`src/rtl/wisc_pkg.sv`:
```
// Shared WISC decode definitions: opcodes, immediate classes, FSM states and the
// packet handed from decode to execute.
package wisc_pkg;

  localparam int unsigned INSTR_W = 16;
  localparam int unsigned OP_W    = 5;
  localparam int unsigned REG_W   = 3;
  localparam int unsigned IMM_W   = 16;

  localparam logic [REG_W-1:0] LINK_REG_DEF = 3'd7;

  localparam logic [OP_W-1:0] OP_HALT  = 5'b00000;
  localparam logic [OP_W-1:0] OP_NOP   = 5'b00001;
  localparam logic [OP_W-1:0] OP_SIIC  = 5'b00010;
  localparam logic [OP_W-1:0] OP_RTI   = 5'b00011;
  localparam logic [OP_W-1:0] OP_J     = 5'b00100;
  localparam logic [OP_W-1:0] OP_JR    = 5'b00101;
  localparam logic [OP_W-1:0] OP_JAL   = 5'b00110;
  localparam logic [OP_W-1:0] OP_JALR  = 5'b00111;
  localparam logic [OP_W-1:0] OP_ADDI  = 5'b01000;
  localparam logic [OP_W-1:0] OP_SUBI  = 5'b01001;
  localparam logic [OP_W-1:0] OP_XORI  = 5'b01010;
  localparam logic [OP_W-1:0] OP_ANDNI = 5'b01011;
  localparam logic [OP_W-1:0] OP_BEQZ  = 5'b01100;
  localparam logic [OP_W-1:0] OP_BNEZ  = 5'b01101;
  localparam logic [OP_W-1:0] OP_BLTZ  = 5'b01110;
  localparam logic [OP_W-1:0] OP_BGEZ  = 5'b01111;
  localparam logic [OP_W-1:0] OP_ST    = 5'b10000;
  localparam logic [OP_W-1:0] OP_LD    = 5'b10001;
  localparam logic [OP_W-1:0] OP_SLBI  = 5'b10010;
  localparam logic [OP_W-1:0] OP_STU   = 5'b10011;
  localparam logic [OP_W-1:0] OP_ROLI  = 5'b10100;
  localparam logic [OP_W-1:0] OP_SLLI  = 5'b10101;
  localparam logic [OP_W-1:0] OP_RORI  = 5'b10110;
  localparam logic [OP_W-1:0] OP_SRLI  = 5'b10111;
  localparam logic [OP_W-1:0] OP_LBI   = 5'b11000;
  localparam logic [OP_W-1:0] OP_BTR   = 5'b11001;
  localparam logic [OP_W-1:0] OP_SHIFT = 5'b11010;
  localparam logic [OP_W-1:0] OP_ARITH = 5'b11011;
  localparam logic [OP_W-1:0] OP_SEQ   = 5'b11100;
  localparam logic [OP_W-1:0] OP_SLT   = 5'b11101;
  localparam logic [OP_W-1:0] OP_SLE   = 5'b11110;
  localparam logic [OP_W-1:0] OP_SCO   = 5'b11111;

  typedef enum logic [2:0] {
    IMM_NONE,
    IMM_S5,
    IMM_Z5,
    IMM_S8,
    IMM_Z8,
    IMM_S11
  } imm_class_e;

  typedef enum logic {
    ST_RUN,
    ST_HALTED
  } state_e;

  typedef struct packed {
    logic [OP_W-1:0]  alu_op;
    logic [1:0]       last2;
    logic [REG_W-1:0] rs;
    logic [REG_W-1:0] rt;
    logic [REG_W-1:0] rd;
    logic [IMM_W-1:0] imm;
    logic             reg_write;
    logic             mem_read;
    logic             mem_write;
    logic             branch;
    logic             jump;
    logic             halt;
    logic             err;
  } ex_pkt_t;

endpackage

```
`src/rtl/id_imm_ext.sv`:
```
// Immediate extender: selects and sign/zero-extends the immediate field of an
// instruction according to its immediate class.
module id_imm_ext
  import wisc_pkg::*;
(
  input  logic [10:0]      field,
  input  imm_class_e       imm_class,
  output logic [IMM_W-1:0] imm_c
);

  always_comb begin
    imm_c = '0;
    case (imm_class)
      IMM_S5:  imm_c = {{11{field[4]}}, field[4:0]};
      IMM_Z5:  imm_c = {11'b0, field[4:0]};
      IMM_S8:  imm_c = {{8{field[7]}}, field[7:0]};
      IMM_Z8:  imm_c = {8'b0, field[7:0]};
      IMM_S11: imm_c = {{5{field[10]}}, field[10:0]};
      default: imm_c = '0;
    endcase
  end

endmodule

```
`src/rtl/id_ctrl_stage.sv`:
```
// WISC decode/control stage: one registered decoded packet, halt FSM, sticky error.
// Define WISC_SIIC_RTI_EN to make SIIC/RTI legal jump-class instructions.
module id_ctrl_stage
  import wisc_pkg::*;
#(
  parameter int unsigned       INSTR_W  = 16,
  parameter logic [REG_W-1:0]  LINK_REG = LINK_REG_DEF
) (
  input  logic               clk,
  input  logic               rst,
  input  logic               if_valid,
  input  logic [INSTR_W-1:0] if_instr,
  output logic               if_ready,
  input  logic               flush,
  input  logic               ex_ready,
  output logic               ex_valid,
  output logic [OP_W-1:0]    ex_aluOp,
  output logic [1:0]         ex_last2Bits,
  output logic [REG_W-1:0]   ex_rs,
  output logic [REG_W-1:0]   ex_rt,
  output logic [REG_W-1:0]   ex_rd,
  output logic [IMM_W-1:0]   ex_imm,
  output logic               ex_regWrite,
  output logic               ex_memRead,
  output logic               ex_memWrite,
  output logic               ex_branch,
  output logic               ex_jump,
  output logic               ex_halt,
  output logic               ex_err,
  output logic               halted,
  output logic               err
);

  state_e           state, state_next;
  ex_pkt_t          dec, pkt_d, pkt;
  imm_class_e       imm_class;
  logic [IMM_W-1:0] imm_c;
  logic [OP_W-1:0]  op;
  logic             accept;

  assign op = if_instr[15:11];

  // Opcode decode: register specifiers, immediate class and control strobes.
  always_comb begin
    dec        = '0;
    imm_class  = IMM_NONE;
    dec.alu_op = op;
    dec.last2  = if_instr[1:0];
    dec.rs     = if_instr[10:8];
    dec.rt     = if_instr[7:5];
    case (op)
      OP_HALT: dec.halt = 1'b1;
      OP_NOP:  ;
`ifdef WISC_SIIC_RTI_EN
      OP_SIIC: begin
        dec.jump      = 1'b1;
        dec.rd        = LINK_REG;
        dec.reg_write = 1'b1;
      end
      OP_RTI:  dec.jump = 1'b1;
`else
      OP_SIIC, OP_RTI: dec.err = 1'b1;
`endif
      OP_J: begin
        dec.jump  = 1'b1;
        imm_class = IMM_S11;
      end
      OP_JR: begin
        dec.jump  = 1'b1;
        imm_class = IMM_S8;
      end
      OP_JAL: begin
        dec.jump      = 1'b1;
        dec.rd        = LINK_REG;
        dec.reg_write = 1'b1;
        imm_class     = IMM_S11;
      end
      OP_JALR: begin
        dec.jump      = 1'b1;
        dec.rd        = LINK_REG;
        dec.reg_write = 1'b1;
        imm_class     = IMM_S8;
      end
      OP_ADDI, OP_SUBI: begin
        dec.rd        = if_instr[7:5];
        dec.reg_write = 1'b1;
        imm_class     = IMM_S5;
      end
      OP_XORI, OP_ANDNI, OP_ROLI, OP_SLLI, OP_RORI, OP_SRLI: begin
        dec.rd        = if_instr[7:5];
        dec.reg_write = 1'b1;
        imm_class     = IMM_Z5;
      end
      OP_BEQZ, OP_BNEZ, OP_BLTZ, OP_BGEZ: begin
        dec.branch = 1'b1;
        imm_class  = IMM_S8;
      end
      OP_ST: begin
        dec.rd        = if_instr[7:5];
        dec.mem_write = 1'b1;
        imm_class     = IMM_S5;
      end
      OP_LD: begin
        dec.rd        = if_instr[7:5];
        dec.mem_read  = 1'b1;
        dec.reg_write = 1'b1;
        imm_class     = IMM_S5;
      end
      OP_STU: begin
        dec.rd        = if_instr[7:5];
        dec.mem_write = 1'b1;
        dec.reg_write = 1'b1;
        imm_class     = IMM_S5;
      end
      OP_SLBI: begin
        dec.rd        = if_instr[10:8];
        dec.reg_write = 1'b1;
        imm_class     = IMM_Z8;
      end
      OP_LBI: begin
        dec.rd        = if_instr[10:8];
        dec.reg_write = 1'b1;
        imm_class     = IMM_S8;
      end
      OP_BTR, OP_SHIFT, OP_ARITH, OP_SEQ, OP_SLT, OP_SLE, OP_SCO: begin
        dec.rd        = if_instr[4:2];
        dec.reg_write = 1'b1;
      end
      default: ;
    endcase
    if (dec.err) begin
      dec.reg_write = 1'b0;
      dec.mem_read  = 1'b0;
      dec.mem_write = 1'b0;
    end
  end

  id_imm_ext u_imm_ext (
    .field     (if_instr[10:0]),
    .imm_class (imm_class),
    .imm_c     (imm_c)
  );

  always_comb begin
    pkt_d     = dec;
    pkt_d.imm = imm_c;
  end

  // Halt FSM next-state plus the fetch handshake it gates.
  always_comb begin
    state_next = state;
    if_ready   = 1'b0;
    accept     = 1'b0;
    case (state)
      ST_RUN: begin
        if_ready = !rst && !flush && (!ex_valid || ex_ready);
        accept   = if_valid && if_ready;
        if (accept && dec.halt) state_next = ST_HALTED;
      end
      ST_HALTED: begin
        // Squashing the still-pending HALT undoes it; once consumed, halt is final.
        if (flush && ex_valid && pkt.halt) state_next = ST_RUN;
      end
      default: state_next = ST_RUN;
    endcase
  end

  always_ff @(posedge clk) begin
    if (rst) state <= ST_RUN;
    else     state <= state_next;
  end

  // Output packet register; flush outranks both accept and consume.
  always_ff @(posedge clk) begin
    if (rst) begin
      ex_valid <= 1'b0;
      pkt      <= '0;
      err      <= 1'b0;
    end else begin
      if (flush) begin
        ex_valid <= 1'b0;
      end else if (accept) begin
        ex_valid <= 1'b1;
        pkt      <= pkt_d;
      end else if (ex_ready) begin
        ex_valid <= 1'b0;
      end
      if (accept && dec.err) err <= 1'b1;
    end
  end

  assign halted       = (state == ST_HALTED);
  assign ex_aluOp     = pkt.alu_op;
  assign ex_last2Bits = pkt.last2;
  assign ex_rs        = pkt.rs;
  assign ex_rt        = pkt.rt;
  assign ex_rd        = pkt.rd;
  assign ex_imm       = pkt.imm;
  assign ex_regWrite  = pkt.reg_write;
  assign ex_memRead   = pkt.mem_read;
  assign ex_memWrite  = pkt.mem_write;
  assign ex_branch    = pkt.branch;
  assign ex_jump      = pkt.jump;
  assign ex_halt      = pkt.halt;
  assign ex_err       = pkt.err;

endmodule

```
`config.mk`:
```
export PLATFORM = sky130hd
export DESIGN_NAME = id_ctrl_stage
export DESIGN_NICKNAME = d
export VERILOG_FILES = /design/src/rtl/wisc_pkg.sv /design/src/rtl/id_imm_ext.sv /design/src/rtl/id_ctrl_stage.sv
export SDC_FILE = /design/constraint.sdc
export NUM_CORES = 1
export LEC_CHECK = 0
export CORE_UTILIZATION = 40
export CTS_CLUSTER_SIZE = 10
export DETAILED_ROUTE_END_ITERATION = 8
export DONT_BUFFER_PORTS = 1
export PLACE_DENSITY_LB_ADDON = 0.15
export SYNTH_ARGS = -nofsm -noshare
export SYNTH_HDL_FRONTEND = slang
export SYNTH_HIERARCHICAL = 1
export SYNTH_SLANG_ARGS = --single-unit
```
`constraint.sdc`:
```
create_clock -name clk -period 2.1 [get_ports clk]
set_clock_uncertainty 0.2 [all_clocks]
set_input_delay 0.21 -clock clk [delete_from_list [all_inputs] [get_ports clk]]
set_output_delay 0.21 -clock clk [all_outputs]
set_load 0.005 [all_outputs]
```
==> results of run 1 <==
-- power by group through the flow --
| stage | Clock [mW] | Combinational (mW) | Sequential (mW) |
|---|---|---|---|
| detailed placement | 0 | 0.152 | 0.848 |
| floorplan | 0 | 0.173 | 0.844 |
| CTS | 0.651 | 0.208 | 0.830 |
| global placement | 0 | 0.150 | 0.848 |
| global route | 0.686 | 0.229 | 0.832 |
| finish | 0.633 | 0.209 | 0.829 |
-- per-stage QoR --
step,hold slack (ps),instances,setup slack [ps],cell area (µm²)
after floorplan,88.5,257,3.51,2090
after global placement,79.8,305,98.3,2050
after detailed placement,79.8,305,5.94,2050
after CTS,3.85,333,326,2370
after global routing,24.2,333,21.8,2370
final,13.3,333,304,2370
-- routing by layer --
| layer | share of wire (%) | wire length, µm | up-vias | GRT usage [%] |
|---|---|---|---|---|
| met5 | 0 | 0 | - | 0 |
| met4 | 1.1 | 63 | 0 | 7.34 |
| met3 | 8.8 | 487 | 7 | 6.91 |
| met2 | 43 | 2350 | 56 | 29.1 |
| met1 | 47 | 2600 | 852 | 29.1 |
| li1 | - | - | 897 | - |
-- area by class of cell --
| class | instances | area [µm²] | share of cell area (%) |
|---|---|---|---|
| Multi-Input combinational cell | 188 | 1070 | 45.2 |
| Timing Repair Buffer | 27 | 263 | 11.1 |
| Clock inverter | 1 | 30.0 | 1.27 |
| Clock buffer | 7 | 76.3 | 3.22 |
| Inverter | 1 | 3.75 | 0.158 |
| Tap cell | 67 | 83.8 | 3.54 |
| Sequential cell | 42 | 841 | 35.5 |
-- kinds of logic (layout without fill, tap and decap cells) --
logic type             count (synthesis)  count (layout)
AO/OA/AOI/OAI                         68              68
buffers and inverters                 27              36
flip-flops                            42              42
XOR/XNOR                               2               2
multiplexers                           3               3
AND/OR/NAND/NOR                      115             115
-- cells in the final DEF, fill, tap and decap left out, types with 2 or more instances in the layout --
master | synthesis | final
nand2_1 | 75 | 75
o2bb2ai_1 | 3 | 3
nor3_1 | 2 | 2
a221oi_2 | 3 | 3
nor2_1 | 4 | 4
dlygate4sd3_1 | 0 | 19
a21oi_2 | 2 | 2
nor3b_1 | 5 | 5
a21o_1 | 2 | 2
nand4_1 | 2 | 2
nand2b_1 | 9 | 9
a22oi_1 | 3 | 3
a211oi_1 | 2 | 2
clkbuf_8 | 0 | 5
dfxtp_1 | 42 | 42
xnor2_1 | 2 | 2
buf_4 | 5 | 7
nand3_1 | 2 | 2
or3_1 | 2 | 2
clkbuf_1 | 8 | 2
o22ai_1 | 3 | 3
mux2i_1 | 2 | 2
nor2b_1 | 4 | 4
a21oi_1 | 39 | 39
a222oi_1 | 3 | 3
-- flip-flops by register name, summed over array words and instances, names as in the netlist --
name,flops
halted,1
ex_aluOp,5
ex_memWrite,1
ex_imm,16
ex_rs,3
ex_rd,3
ex_jump,1
ex_valid,1
ex_err,1
ex_regWrite,1
err,1
ex_rt,3
ex_last2Bits,2
ex_memRead,1
ex_branch,1
ex_halt,1
-- final timing paths --
check	startpoint	end	slack (ps)	depth (start not counted)
min	if_instr[11]	ex_memRead	10	3
max	if_instr[13]	ex_imm[12]	300	7
min reg2reg	ex_imm[4]	ex_imm[4]	270	2
max reg2reg	halted	ex_rd[2]	350	5
-- worst reg2reg max path: stages (launching register included) --
cell and delay, ps:
dfxtp_1 380, nor4b_4 310, and2_1 180, buf_4 230, nand2_4 100, a221oi_2 270
==> out/results.txt, run 1 <==
Final Hold Fails: 0
ANT nets after route: 0
Setup Buffers After CTS: 0
# hold bufs at CTS: 20
H-Tree Level Count: 2
Layout fillers: 520
final WL: 5.51 mm
Synth area leader: dfxtp_1
Comb pwr share: 12.5%
Clock Path Buffers: 2
post-synthesis mux area share: 1.62%
HP Class: in -> reg
Post-Syn Area per Cell: 8.13 µm²
Crit. End Element: flip-flop
CP required: 2130 ps
drt wl/cell: 16.5 µm
Flop pwr share: 49.6%
CTS buffer count: 5
syn nets: 278
crit-path cells: nand2b_1 > o31ai_1 > a22o_1 > mux2i_2 > o22ai_1 > nand2_1 > a21oi_1
synthesized-area fraction occupied by adder cells: 0%
delay-heaviest family, CP: compound AO/OA/AOI/OAI gates
layout cells sized above 1: 9.77%
number of vias per cell: 5.44
Sw Share: 24.2%
slew margin rel.: 64.2%
worst skew pair latency: 290 ps
drt first pass iters: 4
compound-cell area share of the yosys netlist: 21.6%
simple logic cell fraction of the synthesized area: 27.2%
asr flop ratio synth: 0%
Final period util: 85.5%
P&R area growth vs syn: 13.4%
setup TNS: 0 ps
Max Freq: 557 MHz
Final GP Congestion: 0.788
Post-CTS Resized: 0
post-layout min period: 1800 ps
GRT overflow: 0
initial antenna violation count: 0
Ys Warns: 6
Slew Limit Fails: 0
Buf+Inv Stages, Crit Path: 0
number of synthesized flops with an enable pin: 0
XOR/XNOR share of the synthesized area: 0.838%
kind of critical path: in -> reg
Tot Pwr: 1.67 mW
clock power share: 37.9%
Leak: 0.771 nW
first-pass GRT wire length: 8.57 mm
synthesized instance count: 257
largest family of logic cells by synthesized area: simple AND/OR/NAND/NOR gates
CP Launch Type: primary input
TritonCTS clock tree: done
Peak VDD IR: 0.393 mV
post-DP HPWL: 3.55 mm
share of the synthesized area in the top cell type: 40.2%
Tightest Pin Transition: 538 ps
total of max-cap violations: 0
Total GRT Usage: 20.6%
top_reg_cell synth: dfxtp_1
Ports: 64
final setup violation count: 0
Die Span X: 74.3 µm
Synth area leaders: dfxtp_1 (40%), nand2_1 (13%), a21oi_1 (9.3%)
fin util: 48.5%
Net Sw Power: 0.404 mW
Final nets: 286
DR vias: 1,812
FF+latch count, synth: 42
Cell variety after synth: 46
row count: 25
most frequent cell after synthesis: nand2_1
clock root cell: clkbuf_8
vias in the first global route: 1,694
largest net degree at the start of global routing: 43
crit path DAT: 1820 ps
worst-path fanout max: 11
max incr delay on CP: 460 ps
total die area: 5520 µm²
pwr dens: 705 nW/µm²
Post-route DRC: 0
Initial Util: 42.8%
die height: 74.3 µm
status: complete, no violations
RSZ-0062 raised after global routing: no
# port buffers: 0
most frequent cells after synthesis: nand2_1 (75), dfxtp_1 (42), a21oi_1 (39), nand2b_1 (9), clkbuf_1 (8)
antenna cells: 0
sequential area share after synthesis: 40.2%
Clock Sinks: 42
synthesized area: 2090 µm²
detailed router's first-iteration violation count: 139
core area: 4880 µm²
clock transition at the registers of the reported paths: 80 ps
Slowest-stage cell, CP: o22ai_1
P_int: 1.27 mW
No activity file was read; power rests on OpenSTA's default activity.
==> run 2: changes to the inputs <==
==> constraint.sdc (replaced) <==
create_clock -name clk -period 1.8 [get_ports clk]
set_clock_uncertainty 0.2 [all_clocks]
set_input_delay 0.18 -clock clk [delete_from_list [all_inputs] [get_ports clk]]
set_output_delay 0.18 -clock clk [all_outputs]
set_load 0.005 [all_outputs]
==> run 2 against run 1 <==
Net effect:
- the flow now finishes with violations (hold timing)
- flip-flop and latch count did not move
- via count barely moved
- register-to-register slack got worse by 260 ps
- hold slack got worse by 36 ps
- largest cell class unchanged
- largest power group unchanged
==> out/results.txt, run 2 (synthesized netlist as in run 1, its figures left out) <==
status: finished with violations
failing checks: hold timing
antenna cells: 0
first-pass GRT wire length: 9.34 mm
flop-to-flop setup slack: 90 ps
commonest non-fill, non-tap cell in the layout: nand2_1
drt wl/cell: 17.3 µm
H-Tree Level Count: 2
row count: 25
Min Hold Slack: -22.7 ps
final WL: 5.78 mm
Final Hold Fails: 1
Final GP Congestion: 0.794
HP Class: in -> reg
Total GRT Usage: 22.6%
drt first pass iters: 4
delay-heaviest family, CP: simple AND/OR/NAND/NOR gates
R2R depth: 5
R2R Path End: ex_rd[2]
P_int: 1.52 mW
total die area: 5520 µm²
Peak VDD IR: 0.332 mV
worst-path fanout max: 23
Hold Path Origin: ex_ready
Final period util: 95.0%
post-layout min period: 1710 ps
pwr dens: 809 nW/µm²
crit path DAT: 1720 ps
Buf+Inv Stages, Crit Path: 1
Net Sw Power: 0.479 mW
Clock Sinks: 42
Die Span X: 74.3 µm
Slew Limit Fails: 0
Place WS: -11.1 ps
Final nets: 289
kind of critical path: reg -> reg
cell total after placement: 307
commonest cells after routing, fill and taps aside: nand2_1 (75), dfxtp_1 (42), a21oi_1 (39)
Initial Util: 42.8%
hold depth: 2
Leak: 0.820 nW
max reg flops: 16
number of vias per cell: 5.41
total of max-cap violations: 0
core area: 4880 µm²
CP required: 1810 ps
DR vias: 1,811
Ports: 64
Max Freq: 585 MHz
clock transition at the registers of the reported paths: 80 ps
worst skew pair latency: 290 ps
P&R area growth vs syn: 18.4%
Slowest-stage cell, CP: dfxtp_1
layout cells sized above 1: 13.1%
Finished Layout Cells: 335
clock power share: 38.0%
crit-path cells: nor4b_4 > and2_1 > buf_12 > nand2_4 > a221oi_2
detailed router's first-iteration violation count: 106
ANT nets after route: 0
max incr delay on CP: 350 ps
Crit. End Element: flip-flop
post-DP HPWL: 3.67 mm
# port buffers: 0
vias in the first global route: 1,795
CTS buffer count: 5
Sw Share: 23.9%
Post-route DRC: 0
final worst slack: 89.3 ps
initial antenna violation count: 0
die height: 74.3 µm
Worst Hold Path EP: ex_valid
TritonCTS clock tree: done
RR Startpoint: halted
setup TNS: 0 ps
Flop pwr share: 48.4%
GRT overflow: 0
Tightest Pin Transition: 1150 ps
slew margin rel.: 23.5%
Clock Path Buffers: 2
CP Launch Type: flip-flop
largest net degree at the start of global routing: 30
final setup violation count: 0
Comb pwr share: 13.6%
clock root cell: clkbuf_8
[run 2: final cells by class]
cell class / instances / area, µm²
Fill cell: 494 / 2400
Tap cell: 67 / 83.8
Multi-Input combinational cell: 188 / 1130
Inverter: 1 / 3.75
Timing Repair Buffer: 30 / 307
Clock inverter: 1 / 30.0
Sequential cell: 42 / 841
Clock buffer: 6 / 82.6
[run 2: repair_timing]
item                                    in CTS  in global routing
hold endpoints to repair                    42                  1
buffers inserted                             0                  0
hold buffers                                20                  1
gates resized for setup                      0                  2
endpoints found under the setup margin       0                 27
[run 2: metrics by stage]
| stage | total power, mW | cell area, µm² | util [%] |
|---|---|---|---|
| 2_1_floorplan | 1.21 | 2180 | - |
| 3_3_place_gp | 1.19 | 2140 | 43.8 |
| 3_5_place_dp | 1.19 | 2140 | 43.8 |
| 4_1_cts | 2.02 | 2460 | 50.4 |
| 5_1_grt | 2.10 | 2470 | 50.7 |
| 6_report | 2.00 | 2470 | 50.7 |
[run 2: power groups by stage]
stage / clock, mW / combinational (mW) / sequential [mW]
after floorplan: 0 / 0.228 / 0.985
after global placement: 0 / 0.199 / 0.990
after detailed placement: 0 / 0.201 / 0.990
after CTS: 0.787 / 0.269 / 0.968
after global routing: 0.824 / 0.300 / 0.971
final: 0.760 / 0.273 / 0.968
[run 2: per-layer routing]
metal | vias to the layer above | global-route usage (%) | wire length (µm)
met5 | - | 0 | 0
met4 | 0 | 5.66 | 54
met3 | 5 | 7.18 | 427
met2 | 57 | 33.5 | 2550
met1 | 847 | 31.9 | 2750
li1 | 902 | - | -
[run 2: worst max path at each step]
stage | start | endpoint | cells after the start
floorplan | if_instr[15] | ex_imm[15] | 10
global placement | if_instr[13] | ex_imm[12] | 7
detailed placement | if_instr[13] | ex_imm[15] | 7
CTS | rst | ex_imm[5] | 3
global route | halted | ex_rd[2] | 5
finish | halted | ex_rd[2] | 5
